--- src/rtl/bitwise_logic_unit.sv ---
// bitwise_logic_unit
// WIDTH-bit bitwise logic unit with one registered output stage and a valid/ready handshake.
// Eight bitwise ops on operand A and operand B, where B is either in2 or the accumulator
// (the previous accepted result). Registered zero/all-ones/parity flags travel with the
// result, and a saturating counter tracks accepted input transfers.

module bitwise_logic_unit #(
    parameter int WIDTH     = 8,
    parameter int CNT_WIDTH = 16
) (
    input  logic                 clk,
    input  logic                 rst,
    input  logic                 in_valid,
    output logic                 in_ready,
    input  logic [2:0]           op,
    input  logic                 acc_mode,
    input  logic                 acc_clear,
    input  logic [WIDTH-1:0]     in1,
    input  logic [WIDTH-1:0]     in2,
    output logic                 out_valid,
    input  logic                 out_ready,
    output logic [WIDTH-1:0]     result,
    output logic                 zero,
    output logic                 all_ones,
    output logic                 parity,
    output logic [CNT_WIDTH-1:0] txn_count
);

    typedef enum logic [2:0] {
        OP_NOT  = 3'b000,
        OP_AND  = 3'b001,
        OP_OR   = 3'b010,
        OP_NAND = 3'b011,
        OP_NOR  = 3'b100,
        OP_XOR  = 3'b101,
        OP_XNOR = 3'b110,
        OP_PASS = 3'b111
    } op_e;

    localparam logic [CNT_WIDTH-1:0] CNT_MAX = '1;

    op_e              op_sel;
    logic             accept;
    logic [WIDTH-1:0] acc;
    logic [WIDTH-1:0] operand_b;
    logic [WIDTH-1:0] next_result;

    assign op_sel = op_e'(op);

    // The single output register can take a new value whenever it is empty or being drained.
    assign in_ready = !out_valid || out_ready;
    assign accept   = in_valid && in_ready;

    // Pick operand B: in2 normally, the accumulator in accumulate mode (zeroed by acc_clear).
    always_comb begin
        // NOTE: every signal assigned in a combinational block gets a default first, so no
        // path through the block leaves it unassigned and no latch is inferred.
        operand_b = in2;
        if (acc_mode) begin
            operand_b = acc_clear ? '0 : acc;
        end
    end

    // Compute the bitwise result for the selected op; NOT and PASS use operand A only.
    always_comb begin
        next_result = in1;
        case (op_sel)
            OP_NOT:  next_result = ~in1;
            OP_AND:  next_result = in1 & operand_b;
            OP_OR:   next_result = in1 | operand_b;
            OP_NAND: next_result = ~(in1 & operand_b);
            OP_NOR:  next_result = ~(in1 | operand_b);
            OP_XOR:  next_result = in1 ^ operand_b;
            OP_XNOR: next_result = ~(in1 ^ operand_b);
            OP_PASS: next_result = in1;
            default: next_result = in1;
        endcase
    end

    // Output register: load result and flags on accept, hold while stalled, drop valid when drained.
    always_ff @(posedge clk or posedge rst) begin
        // NOTE: state registers use non-blocking assignments so every flop samples the values
        // from before the edge, independent of statement order.
        if (rst) begin
            out_valid <= 1'b0;
            result    <= '0;
            zero      <= 1'b0;
            all_ones  <= 1'b0;
            parity    <= 1'b0;
        end else if (accept) begin
            out_valid <= 1'b1;
            result    <= next_result;
            zero      <= (next_result == '0);
            all_ones  <= (next_result == '1);
            parity    <= ^next_result;
        end else if (out_valid && out_ready) begin
            out_valid <= 1'b0;
        end
    end

    // Accumulator: follows every accepted result; acc_clear zeroes it only when nothing is accepted.
    always_ff @(posedge clk or posedge rst) begin
        if (rst) begin
            acc <= '0;
        end else if (accept) begin
            acc <= next_result;
        end else if (acc_clear) begin
            acc <= '0;
        end
    end

    // Accepted-transfer counter, sticks at its maximum instead of wrapping.
    always_ff @(posedge clk or posedge rst) begin
        if (rst) begin
            txn_count <= '0;
        end else if (accept && (txn_count != CNT_MAX)) begin
            txn_count <= txn_count + 1'b1;
        end
    end

endmodule

--- config.mk ---
export PLATFORM = sky130hd
export DESIGN_NAME = bitwise_logic_unit
export DESIGN_NICKNAME = d
export VERILOG_FILES = /design/src/rtl/bitwise_logic_unit.sv
export SDC_FILE = /design/constraint.sdc
export NUM_CORES = 1
export LEC_CHECK = 0
export ABC_CLOCK_PERIOD_IN_PS = 4100
export CORE_MARGIN = 10
export CORE_UTILIZATION = 50
export DETAILED_ROUTE_END_ITERATION = 8
export DONT_BUFFER_PORTS = 1
export SLEW_MARGIN = 20
export SYNTH_ARGS = -nofsm -noshare
export SYNTH_HDL_FRONTEND = slang
export SYNTH_SLANG_ARGS = --single-unit
--- constraint.sdc ---
create_clock -name clk -period 4.1 [get_ports clk]
set_input_delay 0.82 -clock clk [delete_from_list [all_inputs] [get_ports clk]]
set_output_delay 0.82 -clock clk [all_outputs]
set_load 0.02 [all_outputs]
# == Word-level counts from Yosys, hierarchy flattened ==
# Cells that the tools add are included.
# op_classes
muxes,6
eq_ne,9
add_sub_neg,1
n_reduce_logical,9
bitwise,7
# op_table
operator,n
$pmux W8 S8,1
$not A8 Y8,4
$mux W8,3
$add A16 B1 Y16 const B,1
$ne A16 B16 Y1 const B,1
$eq A3 B3 Y1 const B,4
$and A8 B8 Y8,1
$eq A8 B8 Y1 const B,1
$logic_not A8 Y1,1
$or A8 B8 Y8,1
$reduce_xor A8 Y1,1
$xor A8 B8 Y8,1
$eq A3 B2 Y1 const B,2
$eq A3 B1 Y1 const B,1
$logic_and A1 B1 Y1,3
$logic_not A3 Y1,1
$mux W1,2
$reduce_bool A2 Y1,1
$logic_not A1 Y1,1
$logic_or A1 B1 Y1,1
# word_totals
input_bits,25
register_bits,36

# == Logic depth before layout (Yosys ltp) ==
# depth
depth_word,6
depth_mapped,13
depth_no_buf,13

# == Worst setup path before layout ==
# No wires, ideal clock.
# synth_path
path_type,input to register
start,input acc_mode
end,register parity
path_slack_ps,858
path_stages,13
setup_time_ps,133
path_buffers,1
t_arrival_ps,3108
path_cell_list,clkbuf_1 mux2_2 inv_1 ha_1 nand3b_1 o21ai_0 a222oi_1 a21oi_1 o21ai_0 ha_1 xnor2_1 xnor2_1 o21ai_0
# synth_between
elab_chain_cells,5
# synth_lines
element,line_no,source
"start, declared",16,"input logic acc_mode,"
$mux W8 *,59,if (acc_mode) begin
"$xor A8 B8 Y8, or another cell as far along","73, 74",
$not A8 Y8 (on tied branches),"74, 71, 72",
$pmux W8 S8 *,67,case (op_sel)
$reduce_xor A8 Y1 *,95,parity <= ^next_result;
"end signal, assigned",95,
"end, declared",25,"output logic parity,"
# Mark *: on every way between the ends. The rest lies on a longest branch, timed or not.
# A chain may end at the register's enable or synchronous reset.

# == Worst setup path after layout ==
# layout_path
start,input acc_clear
end,register parity
# layout_between
elab_chain_cells,6
# layout_lines
element,line_no,source
"start, declared",17,"input logic acc_clear,"
$mux W8 *,--,
$mux W8 *,59,
"$xor A8 B8 Y8, or another cell as far along","73, 74",
$not A8 Y8 (on tied branches),"74, 71, 72",
$pmux W8 S8 *,67,
$reduce_xor A8 Y1 *,95,
# Marks and branches as above.

==> results by group <==
Route
  – DRC: 0
  – Number of iterations in the first detailed-routing pass: 4
  – DRT antenna net count: 0
  – Total Wirelength: 5990 µm
  – Routed wire per std cell: 15.9 µm
  – Number of vias in the routed layout: 2034
  – Post-DR vias/cell: 5.41
  – Initial drt markers: 115

STA
  – Slew Limit Fails: 0
  – Fmax: 0.353 GHz
  – Final hold violations: 0
  – Worst setup margin: 1.27 ns
  – Final Setup Violations: 0
  – Worst Tran Pin Value: 0.921 ns
  – TNS Setup: 0 ns
  – Clock Skews: 0.00738 ns
  – Final period utilization: 0.691
  – Slew HR: 0.381
  – Crit path time final: 2.83 ns
  – RSZ-0062 raised after global routing: false

Place
  – HPWL Detailed: 4480 µm
  – IO buf count: 0
  – GPL Wtd Cong: 0.795
  – Post-Place Setup Slack: 1.02 ns

Clock network
  – Reg clk slew, reported paths: 0.08 ns
  – Worst-Skew Late Latency: 0.29 ns
  – CTS Sinks: 36
  – TritonCTS clock tree: yes
  – PostCTS Resize Cnt: 0
  – Clock tree buffer depth: 2
  – Postcts setup bufs: 0
  – Root Buffer: clkbuf_8
  – CTS buffer count: 5
  – H-tree depth: 2
  – Cts hold-fix bufs: 0

Cells and area
  – ANT cells: 0
  – Commonest non-fill, non-tap cell in the layout: dfrtp_1
  – Commonest non-fill, non-tap cells in the layout: 36 x dfrtp_1, 32 x nand2_1, 30 x inv_1
  – Fill cell total of the finished layout: 483
  – Layout cells sized above 1: 0.0915
  – Fin nets: 355
  – Synth-to-layout area growth: 6.45%

Floorplanning
  – Row cnt: 26
  – Die Area: 0.00859 mm²
  – # IOs: 54
  – Core Box Area: 0.00511 mm²
  – Die Width: 92.7 µm
  – Initial Util: 0.517
  – Chip Height: 92.7 µm

Logic synthesis
  – Yosys reg bits: 36
  – Syn nets: 356
  – Mapped Area: 0.00264 mm²
  – Largest cells by area after synthesis: dfrtp_1 34%, ha_1 12%, o21ai_0 5.3%
  – Yosys top cell by area: dfrtp_1
  – Area share of the largest cell type after synthesis: 0.341
  – Top_reg_cell synth: dfrtp_1
  – Synth warn: 0
  – Seq/Total Area, Yosys: 0.341
  – Post-synth cell types: 38
  – Post-synth ARST share: 1.00
  – Synth Instances: 306
  – Number of synthesized flops with an enable pin: 0
  – Syn avg cell area: 8.63 µm²

Run
  – Max Cap Viol: 0

Global route
  – Largest net degree at the start of global routing: 33
  – Vias in the first global route: 1954
  – GRT Util Overall: 0.142
  – Initial antenna violation count: 0
  – Total gr overflow: 0
  – First-pass GRT wire length: 9840 µm

Worst setup path
  – CP endpoint kind: register
  – Critical Path Source Type: input pin
  – CP arrival: 3.01 ns
  – Worst reg2reg setup slack: 1.37 ns
  – CP required: 4.27 ns
  – Critical setup path kind: input pin to register
  – Crit path max fanout: 8

Power and ir drop
  – Switching share of power: 0.368
  – Combinational power share: 0.235
  – Share of total power in sequential cells: 0.506
  – Total power: 1070 µW
  – Switch Pwr: 393 µW
  – Total internal power: 673 µW
  – Clk pwr share: 0.258
  – Peak VDD IR: 0.224 mV
  – Leak pwr: 0.00135 µW
  – Pwr dens: 379 mW/mm²

Status
  – Outcome: complete, no violations

Worst hold path
  – Min-delay worst type: input pin to async pin
layer usage:
metal,part of all wire,GRT usage
met4,0.0077,0.0488
met3,0.095,0.0613
met2,0.42,0.209
met5,0,0
met1,0.47,0.183
registers in the layout (all words and copies together) (netlist names):
register / cells
all_ones: 1
result: 8
parity: 1
txn_count: 16
acc: 8
zero: 1
out_valid: 1
metrics by stage:
stage | std cells | instance area (µm²) | hold slack [ns] | utilization
after detailed placement | 368 | 2710 | 0.603 | 0.531
after CTS | 376 | 2810 | 0.572 | 0.550
after floorplan | 306 | 2640 | 0.575 | -
after global routing | 376 | 2810 | 0.606 | 0.550
final | 376 | 2810 | 0.554 | 0.550
after global placement | 368 | 2710 | 0.596 | 0.531
synthesized netlist by cell type, types with 2 or more instances:
| cell | number |
|---|---|
| a222oi_1 | 2 |
| nand4_1 | 6 |
| o22a_1 | 3 |
| ha_1 | 25 |
| xnor2_1 | 8 |
| buf_1 | 2 |
| nand2b_1 | 21 |
| a31oi_1 | 2 |
| a21oi_1 | 8 |
| mux2_2 | 8 |
| buf_2 | 3 |
| a221oi_1 | 2 |
| dfrtp_1 | 36 |
| o21a_1 | 4 |
| o21ai_0 | 28 |
| a21o_1 | 6 |
| o22ai_1 | 3 |
| xor2_1 | 9 |
| inv_1 | 30 |
| and3_1 | 4 |
| nor2b_1 | 8 |
| a311oi_1 | 2 |
| clkbuf_1 | 8 |
| nor2_1 | 16 |
| nand3b_1 | 2 |
| nand3_1 | 15 |
| nor3_1 | 3 |
| nand2_1 | 32 |
area by class of cell:
cell class | instances | area, µm² | area share
sequential | 36 | 901 | 0.321
tap | 70 | 87.6 | 0.0312
multi-input combinational | 227 | 1570 | 0.560
inverter | 30 | 113 | 0.0401
timing repair buffer | 5 | 37.5 | 0.0134
clock buffer | 6 | 82.6 | 0.0294
clock inverter | 2 | 15.0 | 0.00534
path summary, 6_finish.rpt:
check                                 start               endpoint  cells past startpoint
hold reg to reg            acc[4]$_DFF_PP0_       acc[4]$_DFF_PP0_                      2
setup reg to reg           acc[6]$_DFF_PP0_     parity$_DFFE_PP0P_                     13
min in group clk           acc[4]$_DFF_PP0_       acc[4]$_DFF_PP0_                      2
setup / recovery                  acc_clear     parity$_DFFE_PP0P_                     13
hold / removal                          rst  result[2]$_DFFE_PP0P_                      1
max in group asynchronous               rst       acc[0]$_DFF_PP0_                      2
power groups by stage:
stage          logic, µW  registers, µW  clock network [µW]
2_1_floorplan        216            528                   0
4_1_cts              255            544                 284
6_report             251            540                 275
3_5_place_dp         252            551                   0
3_3_place_gp         249            550                   0
5_1_grt              289            553                 295
critical path, cell delays in order:
cell and delay [ns]:
nor2b_1 0.12, mux2_2 0.18, inv_1 0.04, ha_1 0.27, nand3b_1 0.08, o21ai_0 0.09
a222oi_1 0.40, a21oi_1 0.10, o21ai_0 0.23, ha_1 0.28, xnor2_1 0.17, xnor2_1 0.13
o21ai_0 0.08
logic make-up (layout without fill, tap and decap cells):
logic type	Yosys count	in the layout	share of synthesized area
AO/OA/AOI/OAI	61	61	0.149
XOR/XNOR	17	17	0.0564
adder cells (fa/ha/maj)	25	25	0.118
buffers and inverters	43	43	0.0626
flip-flops	36	36	0.341
multiplexers	11	11	0.0521
AND/OR/NAND/NOR	113	113	0.220
Power figures use the tool's default switching activity.
